`src/rtl/midi_voice_pkg.sv`:
```
// Shared types and widths for the MIDI voice allocator.
//   alloc_state_t : allocator FSM states (RELEASE exists only with VOICE_SUSTAIN_EN)
//   midi_event_t  : latched note event payload
// Optional feature macro: VOICE_SUSTAIN_EN
package midi_voice_pkg;

    localparam int unsigned NOTE_W = 8;
    localparam int unsigned VEL_W  = 8;
    localparam int unsigned CHAN_W = 4;

    typedef enum logic [1:0] {
        S_IDLE    = 2'd0,
        S_SCAN    = 2'd1,
        S_COMMIT  = 2'd2
`ifdef VOICE_SUSTAIN_EN
        ,
        S_RELEASE = 2'd3
`endif
    } alloc_state_t;

    typedef struct packed {
        logic              status;
        logic [NOTE_W-1:0] note;
        logic [VEL_W-1:0]  velocity;
        logic [CHAN_W-1:0] channel;
    } midi_event_t;

endpackage

```
`src/rtl/midi_voice_slot.sv`:
```
// One synth voice slot: gate, note, velocity, channel and saturating age.
// Ports:
//   clk_in, rst_n_in      clock, async active-low reset
//   i_load                start/retrigger: gate=1, load note/vel/chan, age=0
//   i_release             gate=0 (note/vel/chan hold)
//   i_age_inc             age+1 if gated, saturating
//   i_sus_set             (VOICE_SUSTAIN_EN) mark slot as held by sustain pedal
//   i_note/i_vel/i_chan   payload for i_load
//   o_gate/o_note/o_vel/o_chan/o_age(/o_sustained)  slot state
// Optional feature macro: VOICE_SUSTAIN_EN
module midi_voice_slot
    import midi_voice_pkg::*;
#(
    parameter int unsigned AGE_W = 4
) (
    input  logic              clk_in,
    input  logic              rst_n_in,
    input  logic              i_load,
    input  logic              i_release,
    input  logic              i_age_inc,
`ifdef VOICE_SUSTAIN_EN
    input  logic              i_sus_set,
    output logic              o_sustained,
`endif
    input  logic [NOTE_W-1:0] i_note,
    input  logic [VEL_W-1:0]  i_vel,
    input  logic [CHAN_W-1:0] i_chan,
    output logic              o_gate,
    output logic [NOTE_W-1:0] o_note,
    output logic [VEL_W-1:0]  o_vel,
    output logic [CHAN_W-1:0] o_chan,
    output logic [AGE_W-1:0]  o_age
);

    logic              r_gate;
    logic [NOTE_W-1:0] r_note;
    logic [VEL_W-1:0]  r_vel;
    logic [CHAN_W-1:0] r_chan;
    logic [AGE_W-1:0]  r_age;
`ifdef VOICE_SUSTAIN_EN
    logic              r_sustained;
`endif

    // Slot state; load beats release beats sustain-mark/ageing
    always_ff @(posedge clk_in or negedge rst_n_in) begin
        if (!rst_n_in) begin
            r_gate <= 1'b0;
            r_note <= '0;
            r_vel  <= '0;
            r_chan <= '0;
            r_age  <= '0;
`ifdef VOICE_SUSTAIN_EN
            r_sustained <= 1'b0;
`endif
        end else if (i_load) begin
            r_gate <= 1'b1;
            r_note <= i_note;
            r_vel  <= i_vel;
            r_chan <= i_chan;
            r_age  <= '0;
`ifdef VOICE_SUSTAIN_EN
            r_sustained <= 1'b0;
`endif
        end else if (i_release) begin
            r_gate <= 1'b0;
`ifdef VOICE_SUSTAIN_EN
            r_sustained <= 1'b0;
`endif
        end else begin
`ifdef VOICE_SUSTAIN_EN
            if (i_sus_set) begin
                r_sustained <= 1'b1;
            end
`endif
            if (i_age_inc && r_gate && (r_age != {AGE_W{1'b1}})) begin
                r_age <= r_age + AGE_W'(1);
            end
        end
    end

    assign o_gate = r_gate;
    assign o_note = r_note;
    assign o_vel  = r_vel;
    assign o_chan = r_chan;
    assign o_age  = r_age;
`ifdef VOICE_SUSTAIN_EN
    assign o_sustained = r_sustained;
`endif

endmodule

```
`src/rtl/midi_voice_allocator.sv`:
```
// Polyphonic voice allocator: assigns note-on/off events to NUM_VOICES slots
// (retrigger on match, else lowest free slot, else steal the oldest gated slot).
// One slot is examined per cycle; update pulse NUM_VOICES+2 cycles after the strobe.
// Ports:
//   clk_in, rst_n_in        clock, async active-low reset
//   event_*_in              1-cycle note event strobe and payload
//   sustain_in              sustain pedal level (VOICE_SUSTAIN_EN only)
//   ready_out               high while IDLE and able to accept an event
//   voice_*_out             per-slot gate and packed note/velocity/channel
//   voice_update_out        1-cycle pulse when a slot changed, slot in voice_index_out
//   steal_out               pulses with voice_update_out when a voice was stolen
//   overflow_out            sticky: event arrived while ready_out was low
// Optional feature macro: VOICE_SUSTAIN_EN (sustain pedal hold/release)
module midi_voice_allocator
    import midi_voice_pkg::*;
#(
    parameter int unsigned NUM_VOICES = 8,
    parameter int unsigned AGE_W      = 4
) (
    input  logic                         clk_in,
    input  logic                         rst_n_in,
    input  logic                         event_valid_in,
    input  logic                         event_status_in,
    input  logic [NOTE_W-1:0]            event_note_in,
    input  logic [VEL_W-1:0]             event_velocity_in,
    input  logic [CHAN_W-1:0]            event_channel_in,
    input  logic                         sustain_in,
    output logic                         ready_out,
    output logic [NUM_VOICES-1:0]        voice_gate_out,
    output logic [NOTE_W*NUM_VOICES-1:0] voice_note_out,
    output logic [VEL_W*NUM_VOICES-1:0]  voice_velocity_out,
    output logic [CHAN_W*NUM_VOICES-1:0] voice_channel_out,
    output logic                         voice_update_out,
    output logic [$clog2(NUM_VOICES)-1:0] voice_index_out,
    output logic                         steal_out,
    output logic                         overflow_out
);

    localparam int unsigned IDX_W = $clog2(NUM_VOICES);

    alloc_state_t     r_state;
    midi_event_t      r_event;
    logic [IDX_W-1:0] r_idx;
    logic             r_ready;
    logic             r_update;
    logic             r_steal;
    logic [IDX_W-1:0] r_index;
    logic             r_overflow;

    // Scan results
    logic             r_match_found;
    logic [IDX_W-1:0] r_match_idx;
    logic             r_free_found;
    logic [IDX_W-1:0] r_free_idx;
    logic             r_old_found;
    logic [IDX_W-1:0] r_old_idx;
    logic [AGE_W-1:0] r_old_age;

    // Slot interface
    logic [NUM_VOICES-1:0] w_gate;
    logic [NOTE_W-1:0]     w_note [NUM_VOICES];
    logic [VEL_W-1:0]      w_vel  [NUM_VOICES];
    logic [CHAN_W-1:0]     w_chan [NUM_VOICES];
    logic [AGE_W-1:0]      w_age  [NUM_VOICES];
    logic [NUM_VOICES-1:0] w_load;
    logic [NUM_VOICES-1:0] w_release;
    logic [NUM_VOICES-1:0] w_age_inc;

    logic                  w_sel_gate;
    logic [NOTE_W-1:0]     w_sel_note;
    logic [CHAN_W-1:0]     w_sel_chan;
    logic [AGE_W-1:0]      w_sel_age;
    logic                  w_is_on;
    logic                  w_do_update;
    logic                  w_do_steal;
    logic [IDX_W-1:0]      w_target;
    logic                  w_pend_next;

`ifdef VOICE_SUSTAIN_EN
    logic [NUM_VOICES-1:0] w_sustained;
    logic [NUM_VOICES-1:0] w_sus_set;
    logic                  w_sus_fall;
    logic                  r_sus_d;
    logic                  r_pending;
    logic                  r_sus_found;
    logic [IDX_W-1:0]      r_sus_idx;
    logic [AGE_W-1:0]      r_sus_age;

    assign w_sus_fall  = r_sus_d & ~sustain_in;
    // Release request still outstanding after this cycle
    assign w_pend_next = r_pending | w_sus_fall;
`else
    logic w_unused_sustain;
    assign w_unused_sustain = sustain_in;
    assign w_pend_next      = 1'b0;
`endif

    // Voice slots
    for (genvar gi = 0; gi < NUM_VOICES; gi++) begin : g_slot
        midi_voice_slot #(
            .AGE_W (AGE_W)
        ) u_slot (
            .clk_in      (clk_in),
            .rst_n_in    (rst_n_in),
            .i_load      (w_load[gi]),
            .i_release   (w_release[gi]),
            .i_age_inc   (w_age_inc[gi]),
`ifdef VOICE_SUSTAIN_EN
            .i_sus_set   (w_sus_set[gi]),
            .o_sustained (w_sustained[gi]),
`endif
            .i_note      (r_event.note),
            .i_vel       (r_event.velocity),
            .i_chan      (r_event.channel),
            .o_gate      (w_gate[gi]),
            .o_note      (w_note[gi]),
            .o_vel       (w_vel[gi]),
            .o_chan      (w_chan[gi]),
            .o_age       (w_age[gi])
        );

        assign voice_note_out[NOTE_W*gi +: NOTE_W]     = w_note[gi];
        assign voice_velocity_out[VEL_W*gi +: VEL_W]   = w_vel[gi];
        assign voice_channel_out[CHAN_W*gi +: CHAN_W]  = w_chan[gi];
    end

    // Slot currently under scan
    assign w_sel_gate = w_gate[r_idx];
    assign w_sel_note = w_note[r_idx];
    assign w_sel_chan = w_chan[r_idx];
    assign w_sel_age  = w_age[r_idx];

    // Velocity-0 note-on behaves as note-off
    assign w_is_on = r_event.status && (r_event.velocity != '0);

    // Slot strobes and update decision for COMMIT / RELEASE
    always_comb begin
        w_load      = '0;
        w_release   = '0;
        w_age_inc   = '0;
        w_do_update = 1'b0;
        w_do_steal  = 1'b0;
        w_target    = '0;
`ifdef VOICE_SUSTAIN_EN
        w_sus_set   = '0;
`endif
        if (r_state == S_COMMIT) begin
            if (w_is_on) begin
                w_do_update = 1'b1;
                if (r_match_found) begin
                    w_target = r_match_idx;
                end else if (r_free_found) begin
                    w_target = r_free_idx;
                end else begin
                    w_do_steal = 1'b1;
`ifdef VOICE_SUSTAIN_EN
                    w_target = r_sus_found ? r_sus_idx : r_old_idx;
`else
                    w_target = r_old_idx;
`endif
                end
                w_load[w_target] = 1'b1;
                w_age_inc        = ~w_load;
            end else if (r_match_found) begin
`ifdef VOICE_SUSTAIN_EN
                if (sustain_in) begin
                    w_sus_set[r_match_idx] = 1'b1;
                end else begin
                    w_release[r_match_idx] = 1'b1;
                    w_do_update            = 1'b1;
                    w_target               = r_match_idx;
                end
`else
                w_release[r_match_idx] = 1'b1;
                w_do_update            = 1'b1;
                w_target               = r_match_idx;
`endif
            end
        end
`ifdef VOICE_SUSTAIN_EN
        else if (r_state == S_RELEASE) begin
            w_release   = w_sustained;
            w_do_update = |w_sustained;
            for (int i = NUM_VOICES - 1; i >= 0; i--) begin
                if (w_sustained[i]) begin
                    w_target = IDX_W'(i);
                end
            end
        end
`endif
    end

    // Allocator FSM, scan tracking and registered status outputs
    always_ff @(posedge clk_in or negedge rst_n_in) begin
        if (!rst_n_in) begin
            r_state       <= S_IDLE;
            r_event       <= '0;
            r_idx         <= '0;
            r_ready       <= 1'b1;
            r_update      <= 1'b0;
            r_steal       <= 1'b0;
            r_index       <= '0;
            r_overflow    <= 1'b0;
            r_match_found <= 1'b0;
            r_match_idx   <= '0;
            r_free_found  <= 1'b0;
            r_free_idx    <= '0;
            r_old_found   <= 1'b0;
            r_old_idx     <= '0;
            r_old_age     <= '0;
`ifdef VOICE_SUSTAIN_EN
            r_sus_d       <= 1'b0;
            r_pending     <= 1'b0;
            r_sus_found   <= 1'b0;
            r_sus_idx     <= '0;
            r_sus_age     <= '0;
`endif
        end else begin
            r_update <= 1'b0;
            r_steal  <= 1'b0;
            if (event_valid_in && !r_ready) begin
                r_overflow <= 1'b1;
            end
`ifdef VOICE_SUSTAIN_EN
            r_sus_d <= sustain_in;
            if (w_sus_fall) begin
                r_pending <= 1'b1;
            end
`endif
            unique case (r_state)
                S_IDLE: begin
`ifdef VOICE_SUSTAIN_EN
                    if (r_pending) begin
                        r_state <= S_RELEASE;
                        r_ready <= 1'b0;
                    end else
`endif
                    if (event_valid_in) begin
                        r_event.status   <= event_status_in;
                        r_event.note     <= event_note_in;
                        r_event.velocity <= event_velocity_in;
                        r_event.channel  <= event_channel_in;
                        r_idx            <= '0;
                        r_match_found    <= 1'b0;
                        r_free_found     <= 1'b0;
                        r_old_found      <= 1'b0;
                        r_old_age        <= '0;
`ifdef VOICE_SUSTAIN_EN
                        r_sus_found      <= 1'b0;
                        r_sus_age        <= '0;
`endif
                        r_ready          <= 1'b0;
                        r_state          <= S_SCAN;
                    end else begin
                        r_ready <= !w_pend_next;
                    end
                end
                S_SCAN: begin
                    if (w_sel_gate && (w_sel_note == r_event.note) &&
                        (w_sel_chan == r_event.channel) && !r_match_found) begin
                        r_match_found <= 1'b1;
                        r_match_idx   <= r_idx;
                    end
                    if (!w_sel_gate && !r_free_found) begin
                        r_free_found <= 1'b1;
                        r_free_idx   <= r_idx;
                    end
                    // Strict compare keeps the lowest index on age ties
                    if (w_sel_gate && (!r_old_found || (w_sel_age > r_old_age))) begin
                        r_old_found <= 1'b1;
                        r_old_idx   <= r_idx;
                        r_old_age   <= w_sel_age;
                    end
`ifdef VOICE_SUSTAIN_EN
                    if (w_sustained[r_idx] && (!r_sus_found || (w_sel_age > r_sus_age))) begin
                        r_sus_found <= 1'b1;
                        r_sus_idx   <= r_idx;
                        r_sus_age   <= w_sel_age;
                    end
`endif
                    if (r_idx == IDX_W'(NUM_VOICES - 1)) begin
                        r_state <= S_COMMIT;
                    end else begin
                        r_idx <= r_idx + IDX_W'(1);
                    end
                end
                S_COMMIT: begin
                    r_update <= w_do_update;
                    r_steal  <= w_do_steal;
                    if (w_do_update) begin
                        r_index <= w_target;
                    end
                    r_ready <= !w_pend_next;
                    r_state <= S_IDLE;
                end
`ifdef VOICE_SUSTAIN_EN
                S_RELEASE: begin
                    r_update  <= w_do_update;
                    if (w_do_update) begin
                        r_index <= w_target;
                    end
                    r_pending <= w_sus_fall;
                    r_ready   <= !w_sus_fall;
                    r_state   <= S_IDLE;
                end
`endif
                default: begin
                    r_state <= S_IDLE;
                    r_ready <= 1'b1;
                end
            endcase
        end
    end

    assign ready_out        = r_ready;
    assign voice_gate_out   = w_gate;
    assign voice_update_out = r_update;
    assign voice_index_out  = r_index;
    assign steal_out        = r_steal;
    assign overflow_out     = r_overflow;

endmodule

```
`config.mk`:
```
export PLATFORM = sky130hd
export DESIGN_NAME = midi_voice_allocator
export DESIGN_NICKNAME = d
export VERILOG_FILES = /design/src/rtl/midi_voice_pkg.sv /design/src/rtl/midi_voice_slot.sv /design/src/rtl/midi_voice_allocator.sv
export SDC_FILE = /design/constraint.sdc
export NUM_CORES = 1
export LEC_CHECK = 0
export CORE_UTILIZATION = 25
export CTS_CLUSTER_SIZE = 10
export DETAILED_ROUTE_END_ITERATION = 10
export PLACE_DENSITY = 0.52
export SLEW_MARGIN = 15
export SYNTH_ARGS = -nofsm -noshare
export SYNTH_HDL_FRONTEND = slang
export SYNTH_SLANG_ARGS = --single-unit
```
`constraint.sdc`:
```
create_clock -name clk_in -period 3.6 [get_ports clk_in]
set_input_delay 0.72 -clock clk_in [delete_from_list [all_inputs] [get_ports clk_in]]
set_output_delay 0.72 -clock clk_in [all_outputs]
set_load 0.005 [all_outputs]
```
Word level (Yosys, flattened, before mapping)
Cells that the tools add are included.
Widths: inputs -> output; s select.
{"block": "totals", "regBits": 249, "output_inout_bits": 175, "memories": 0, "mem_bits_ro": 0, "latch_bits": 0, "ramBits": 0, "in_bits": 25, "elab_cells": 265}
{"block": "classes", "eq_ne": 27, "magnitude_cmp": 7, "shifts": 0, "mul": 0, "reduce_logical": 68, "n_mux": 94, "n_bitwise": 2, "n_div": 0, "n_addsub": 9}
{"cell": "$mux 4", "count": 30}
{"cell": "$mux 8", "count": 9}
{"cell": "$reduce_bool 2->1", "count": 17}
{"cell": "$add 4x1->4 const B", "count": 8}
{"cell": "$mux 1", "count": 32}
{"cell": "$ne 4x4->1 const B", "count": 8}
{"cell": "$ne 2x2->1 const B", "count": 14}
{"cell": "$reduce_and 2->1", "count": 14}
{"cell": "$logic_and 1x1->1", "count": 25}
{"cell": "$bmux 4 s3", "count": 2}
{"cell": "$bmux 8 s3", "count": 1}
{"cell": "$mux 3", "count": 8}
{"cell": "$lt 3x4->1 const B", "count": 3}
{"cell": "$reduce_and 3->1", "count": 4}
{"cell": "$eq 8x8->1", "count": 1}
{"cell": "$not 8->8", "count": 1}
{"cell": "$pmux 1 s2", "count": 4}
{"cell": "$pmux 4 s2", "count": 1}
{"cell": "$reduce_bool 8->1", "count": 1}
{"cell": "$demux 1 s3", "count": 2}
{"cell": "$ge 3x1->1 const B", "count": 2}
{"cell": "$pmux 3 s2", "count": 1}
{"cell": "$logic_not 1->1", "count": 5}
{"cell": "$eq 4x4->1", "count": 1}
{"cell": "other kinds (12)", "count": 13}

Logic depth before layout (Yosys ltp)
{"block": "depth", "depth_word": 16, "depth_mapped": 12, "ltp_nobuf": 9}

Hierarchy
A second synthesis with hierarchy kept.
{"block": "hier_totals", "cells_unflattened": 889, "hier_area_um2": 11658.7}
{"mod": "midi_voice_slot", "cells_per_inst": 66, "instances": 8, "area_each_um2": 1009.7, "seq_area_each_um2": 625.6}
{"mod": "midi_voice_allocator", "cells_per_inst": 361, "instances": 1, "area_each_um2": 3580.9, "seq_area_each_um2": 1227.4}

Worst setup path before layout
OpenSTA, ideal clock, no wires.
{"block": "synth_timing", "kind": "flip-flop to flip-flop", "start": "reg r_idx[0]", "end": "reg r_old_age[1]", "n_path_buf": 3, "required_ps": 3475, "slack_ps": 286, "stages_incl_launch_ff": 13, "setup_time_ps": 125, "arrival_time_ps": 3189, "synth_period_minus_slack_ps": 3314, "cell_sequence": "dfrtp_1 -> buf_6 -> buf_4 -> buf_2 -> mux4_2 -> mux2_2 -> ha_1 -> nor2b_1 -> o21a_1 -> o21a_1 -> o21ai_0 -> a21oi_2 -> mux2_2"}
{"block": "synth_via", "elab_chain_cells": 9, "elab_cells_between_ends": 13, "cone_classes": "order compare (1); eq/ne (1); mux (7); bitwise (1); reduce/logical (3)"}
{"item": "start, declared", "line_no": "midi_voice_allocator.sv:43", "text": "logic [IDX_W-1:0] r_idx;"}
{"item": "start signal, assigned", "line_no": "midi_voice_allocator.sv:284", "text": "r_idx <= r_idx + IDX_W'(1);"}
{"item": "$not 3->4 (not written as such)", "line_no": "midi_voice_allocator.sv:131", "text": "assign w_sel_age = w_age[r_idx];"}
{"item": "$bmux 4 s3", "line_no": "midi_voice_allocator.sv:131"}
{"item": "$mux 4 (not written as such) (2 in series)", "line_no": "midi_voice_allocator.sv:131"}
{"item": "$gt 4x4->1", "line_no": "midi_voice_allocator.sv:269", "text": "if (w_sel_gate && (!r_old_found || (w_sel_age > r_old_age))) begin"}
{"item": "$logic_or 1x1->1", "line_no": "midi_voice_allocator.sv:269"}
{"item": "$logic_and 1x1->1", "line_no": "midi_voice_allocator.sv:269"}
{"item": "$ne 2x2->1 (no source line)"}
{"item": "$reduce_and 3->1 (no source line)"}
{"item": "end signal, assigned", "line_no": "midi_voice_allocator.sv:272", "text": "r_old_age <= w_sel_age;"}
{"item": "end, declared", "line_no": "midi_voice_allocator.sv:57", "text": "logic [AGE_W-1:0] r_old_age;"}
Parallel ways exist; a longest one is shown, timed or not. The select of a mux whose other input is x is not followed.
A chain may end at the register's enable or synchronous reset.

Worst setup path in the final report
{"block": "layout_timing", "start": "reg r_event[11] in the netlist's numbering", "end": "reg g_slot[3].u_slot.r_age[0]"}
{"block": "layout_via", "elab_chain_cells": 8, "elab_cells_between_ends": 14, "cone_classes": "eq/ne (1); mux (7); reduce/logical (6)"}
{"item": "start, declared", "line_no": "midi_voice_allocator.sv:42", "text": "midi_event_t r_event;"}
{"item": "$reduce_bool 8->1 (*)", "line_no": "midi_voice_allocator.sv:134", "text": "assign w_is_on = r_event.status && (r_event.velocity != '0);"}
{"item": "$logic_and 1x1->1 (*)", "line_no": "midi_voice_allocator.sv:134"}
{"item": "$mux 8", "line_no": "midi_voice_allocator.sv:148", "text": "if (w_is_on) begin"}
{"item": "$mux 8", "line_no": "midi_voice_allocator.sv:147", "text": "if (r_state == S_COMMIT) begin"}
{"item": "$logic_and 1x1->1 (2 in series)", "line_no": "midi_voice_slot.sv:75", "text": "if (i_age_inc && r_gate && (r_age != {AGE_W{1'b1}})) begin"}
{"item": "$reduce_bool 2->1 (no source line)"}
{"item": "$reduce_and 2->1 (no source line)"}
{"item": "end signal, assigned", "line_no": "midi_voice_slot.sv:76", "text": "r_age <= r_age + AGE_W'(1);"}
{"item": "end, declared", "line_no": "midi_voice_slot.sv:39", "text": "logic [AGE_W-1:0] r_age;"}
Mark *: on every way between the ends. The rest lies on a longest branch, timed or not.

==> summary.md <==
- via-per-instance ratio: 4.496
- number of nets with antenna violations after routing: 0
- result of the run: completed
- effective utilization at floorplan: 25.46%
- pin count of the biggest net entering global routing: 89
- Arr. time, crit path: 3720 ps
- startpoint kind of the worst setup timing path: flip-flop
- commonest non-fill, non-tap cell in the layout: sky130_fd_sc_hd__dfrtp_1
- Max-slew headroom: 23.01%
- clock-pin slew on the worst setup and hold paths: 60 ps
- switching portion of total power: 33.27%
- Placement Rows: 77
- relative contribution of the clock network to total power: 29.9%
- sequential cell fraction of total power: 43.6%
- top_reg_cell synth: sky130_fd_sc_hd__dfrtp_1
- count of input and output buffers: 198
- time the final worst path needs with I/O delays and setup: 3327 ps
- Setup crit end kind: flip-flop
- unrepaired setup endpoints after global routing: false
- CTS Sinks: 249
- total negative slack for setup checks: 0 ps
- achievable frequency: 0.3006 GHz
- proportion of synthesized flip-flops having asynchronous set or reset: 100.0%
- number of pins exceeding their max-slew limit in the final report: 0
- number of standard cells after synthesis: 873
- total routing resource utilization after global routing: 15.10%
- net switching power: 2.969 mW
- power per standard cell area: 599.4 nW/um2
- Detailed Routing Iterations Pass 1: 4
- share of the yosys chip area belonging to registers: 55.00%
- highest-count cells in the layout ignoring fill and taps: sky130_fd_sc_hd__dfrtp_1 (245), sky130_fd_sc_hd__clkdlybuf4s50_1 (197), sky130_fd_sc_hd__mux2_2 (165)
- drt wl/cell: 20.74 um
- internal power of the cells: 5.956 mW
- worst setup path startpoint: r_event[11]
- Root Buffer Master: sky130_fd_sc_hd__clkbuf_16
- total clock buffers created by CTS: 29
- y dimension of the die: 214.9 um
- Post-Syn Nets: 912
- Worst Path Required: 4000 ps
- Iter 0 DRT Violations: 451
- Worst IR Drop VDD: 0.2808 mV
- number of synthesized register bits: 249
- Final GP Congestion: 0.8168
- half-perimeter wire length of the detailed placement result: 24.01 mm
- slew of the pin with the lowest slew margin: 1152 ps
- post_cts resized: 0
- area of the multi-input gates: 4755 um2
- antenna cell count: 0
- first-pass GRT wire length: 52.72 mm
- count of endpoints failing setup in the final report: 0
- Setup Slack @ Placement: 425.8 ps
- Worst Reg-to-Reg Cells: 7
- clk buf depth: 3
- die area: 46180 um2
- core footprint: 44510 um2
- clk_skew: 10.65 ps
- worst hold path type: primary input to asynchronous set/reset pin
- combined flip-flop and latch cell area: 6236 um2
- post-synthesis instance area: 11330 um2
- relative area change from synthesis to final layout: 31.39%
- antenna violations before repair: 0
- biggest fanout along the worst timing path: 10
- number of setup buffers added after CTS: 0
- total number of nets in the final design: 1107
- static leakage: 6.763 nW
- remaining global-route overflow: 0
- TritonCTS clock tree: done
- number of global-route vias before repair: 8075
- combinational share of power: 26.5%
- minimum setup slack in the final design: 273.3 ps
- number of top-level pins: 200
- startpoint of the lowest-slack register-to-register path: r_event[11]
- post-synthesis cell type count: 50
- count of max-cap constraint violations: 0
- number of fillers in the final layout: 4480
- path type of the worst setup path: flip-flop to flip-flop
- Routed Wire Length: 34.78 mm
- count of endpoints failing hold in the final timing report: 0
- count of yosys warnings during synthesis: 0
- level count of the clock H-tree: 1
- vias after detailed routing: 7539
- hold-fix buffers at CTS: 0
- final cycle utilization of the critical path: 92.41%
- DRC viols: 0
- average cell area after synthesis: 12.98 um2
- Die Span X: 214.9 um
- number of enable flip-flop cells after synthesis: 0
- proportion of layout cells with a drive suffix above 1: 24.79%
- worst-skew pair later-pin latency: 550 ps
==> path summary, 6_finish.rpt <==
check / end / slack [ps]
hold reg to reg: overflow_out / 460
hold / removal: g_slot[1].u_slot.o_vel[3] / 190
min in group clk_in: overflow_out / 460
setup / recovery: g_slot[3].u_slot.o_age[0] / 270
setup reg to reg: g_slot[3].u_slot.o_age[0] / 270
max in group asynchronous: g_slot[0].u_slot.o_chan[0] / 2550
==> cell usage after synthesis, types with 3 or more instances <==
cell	instances	area [um2]
sky130_fd_sc_hd__dfrtp_1	248	6206
sky130_fd_sc_hd__mux2_2	165	1858
sky130_fd_sc_hd__nand2_1	90	337.8
sky130_fd_sc_hd__nor2_1	50	187.7
sky130_fd_sc_hd__mux2i_1	46	460.4
sky130_fd_sc_hd__buf_2	23	115.1
sky130_fd_sc_hd__clkbuf_1	23	86.33
sky130_fd_sc_hd__mux4_2	18	405.4
sky130_fd_sc_hd__xor2_1	17	148.9
sky130_fd_sc_hd__o21ai_0	16	80.08
sky130_fd_sc_hd__xnor2_1	16	140.1
sky130_fd_sc_hd__ha_1	14	175.2
sky130_fd_sc_hd__nand3_1	14	70.07
sky130_fd_sc_hd__inv_1	11	41.29
sky130_fd_sc_hd__buf_4	10	75.07
sky130_fd_sc_hd__mux2_1	10	112.6
sky130_fd_sc_hd__nor3_1	10	50.05
sky130_fd_sc_hd__a21oi_1	8	40.04
sky130_fd_sc_hd__and3_1	8	50.05
sky130_fd_sc_hd__a22oi_1	6	45.04
sky130_fd_sc_hd__buf_1	6	22.52
sky130_fd_sc_hd__nand2b_1	5	31.28
sky130_fd_sc_hd__nand4_1	5	31.28
sky130_fd_sc_hd__o21a_1	5	37.54
sky130_fd_sc_hd__mux4_1	4	105.1
sky130_fd_sc_hd__nor2b_1	4	25.02
sky130_fd_sc_hd__o311ai_0	4	35.03
sky130_fd_sc_hd__o41ai_1	4	35.03
sky130_fd_sc_hd__a21o_1	3	22.52
sky130_fd_sc_hd__mux2_4	3	45.04
==> power groups by stage <==
stage / clock network, mW / registers (mW) / logic [mW]
2_1_floorplan: 0 / 3.48 / 1.62
3_3_place_gp: 0 / 3.95 / 2.38
3_5_place_dp: 0 / 3.96 / 2.39
4_1_cts: 2.76 / 3.91 / 2.40
5_1_grt: 2.85 / 4.00 / 2.58
6_report: 2.66 / 3.89 / 2.37
==> per-stage QoR <==
step | instance area (um2) | cells | power (mW) | utilization, % | hold slack [ps]
2_1_floorplan | 11330 | 873 | 5.097 | - | 424.4
3_3_place_gp | 14060 | 1629 | 6.331 | 31.58 | 442.0
3_5_place_dp | 14060 | 1629 | 6.347 | 31.58 | 449.5
4_1_cts | 14890 | 1677 | 9.073 | 33.45 | 198.5
5_1_grt | 14890 | 1677 | 9.434 | 33.45 | 222.8
6_report | 14890 | 1677 | 8.925 | 33.45 | 185.4
==> area by class of cell <==
cell class	instances	area share [%]
tap	592	4.975
multi-input combinational	546	31.93
inverter	11	0.2773
clock buffer	47	5.529
sequential	249	41.88
timing repair buffer	231	15.34
clock inverter	1	0.05882
==> worst max-delay path, stage by stage, from the launching register on <==
cell                       delay, ps
sky130_fd_sc_hd__dfrtp_1         520
sky130_fd_sc_hd__nor4_1          990
sky130_fd_sc_hd__a21boi_1        350
sky130_fd_sc_hd__o41ai_1         730
sky130_fd_sc_hd__buf_4           250
sky130_fd_sc_hd__nor2_1           70
sky130_fd_sc_hd__xnor2_1         200
sky130_fd_sc_hd__nor2_1           60
==> logic make-up (layout without fill, tap and decap cells) <==
| kind of cell | count (synthesis) | after routing | share of synthesized area, % |
|---|---|---|---|
| XOR/XNOR | 33 | 33 | 2.550 |
| multiplexers | 246 | 246 | 26.36 |
| AND/OR/NAND/NOR | 196 | 196 | 7.585 |
| adder cells (fa/ha/maj) | 14 | 14 | 1.546 |
| buffers and inverters | 78 | 290 | 3.555 |
| flip-flops | 249 | 249 | 55.00 |
| AO/OA/AOI/OAI | 57 | 57 | 3.412 |
==> routing by layer <==
layer  up-vias  track usage (%)  share of wire (%)
met2       191            23.73                 45
met5         -                0                  0
met4         0            3.476                1.7
li1       3453                -                  -
met3        38            5.166                8.2
met1      3857            19.90                 45
==> sequential cells by signal (all words and copies together), names as in the netlist, 2 cells and up <==
register,count
g_slot.u_slot.o_age,32
g_slot.u_slot.o_chan,32
g_slot.u_slot.o_gate,8
g_slot.u_slot.o_note,64
g_slot.u_slot.o_vel,64
r_event,21
r_free_idx,3
r_idx,3
r_match_idx,3
r_old_age,4
r_old_idx,3
r_state,2
voice_index_out,3
(Power assumes the default switching activity.)
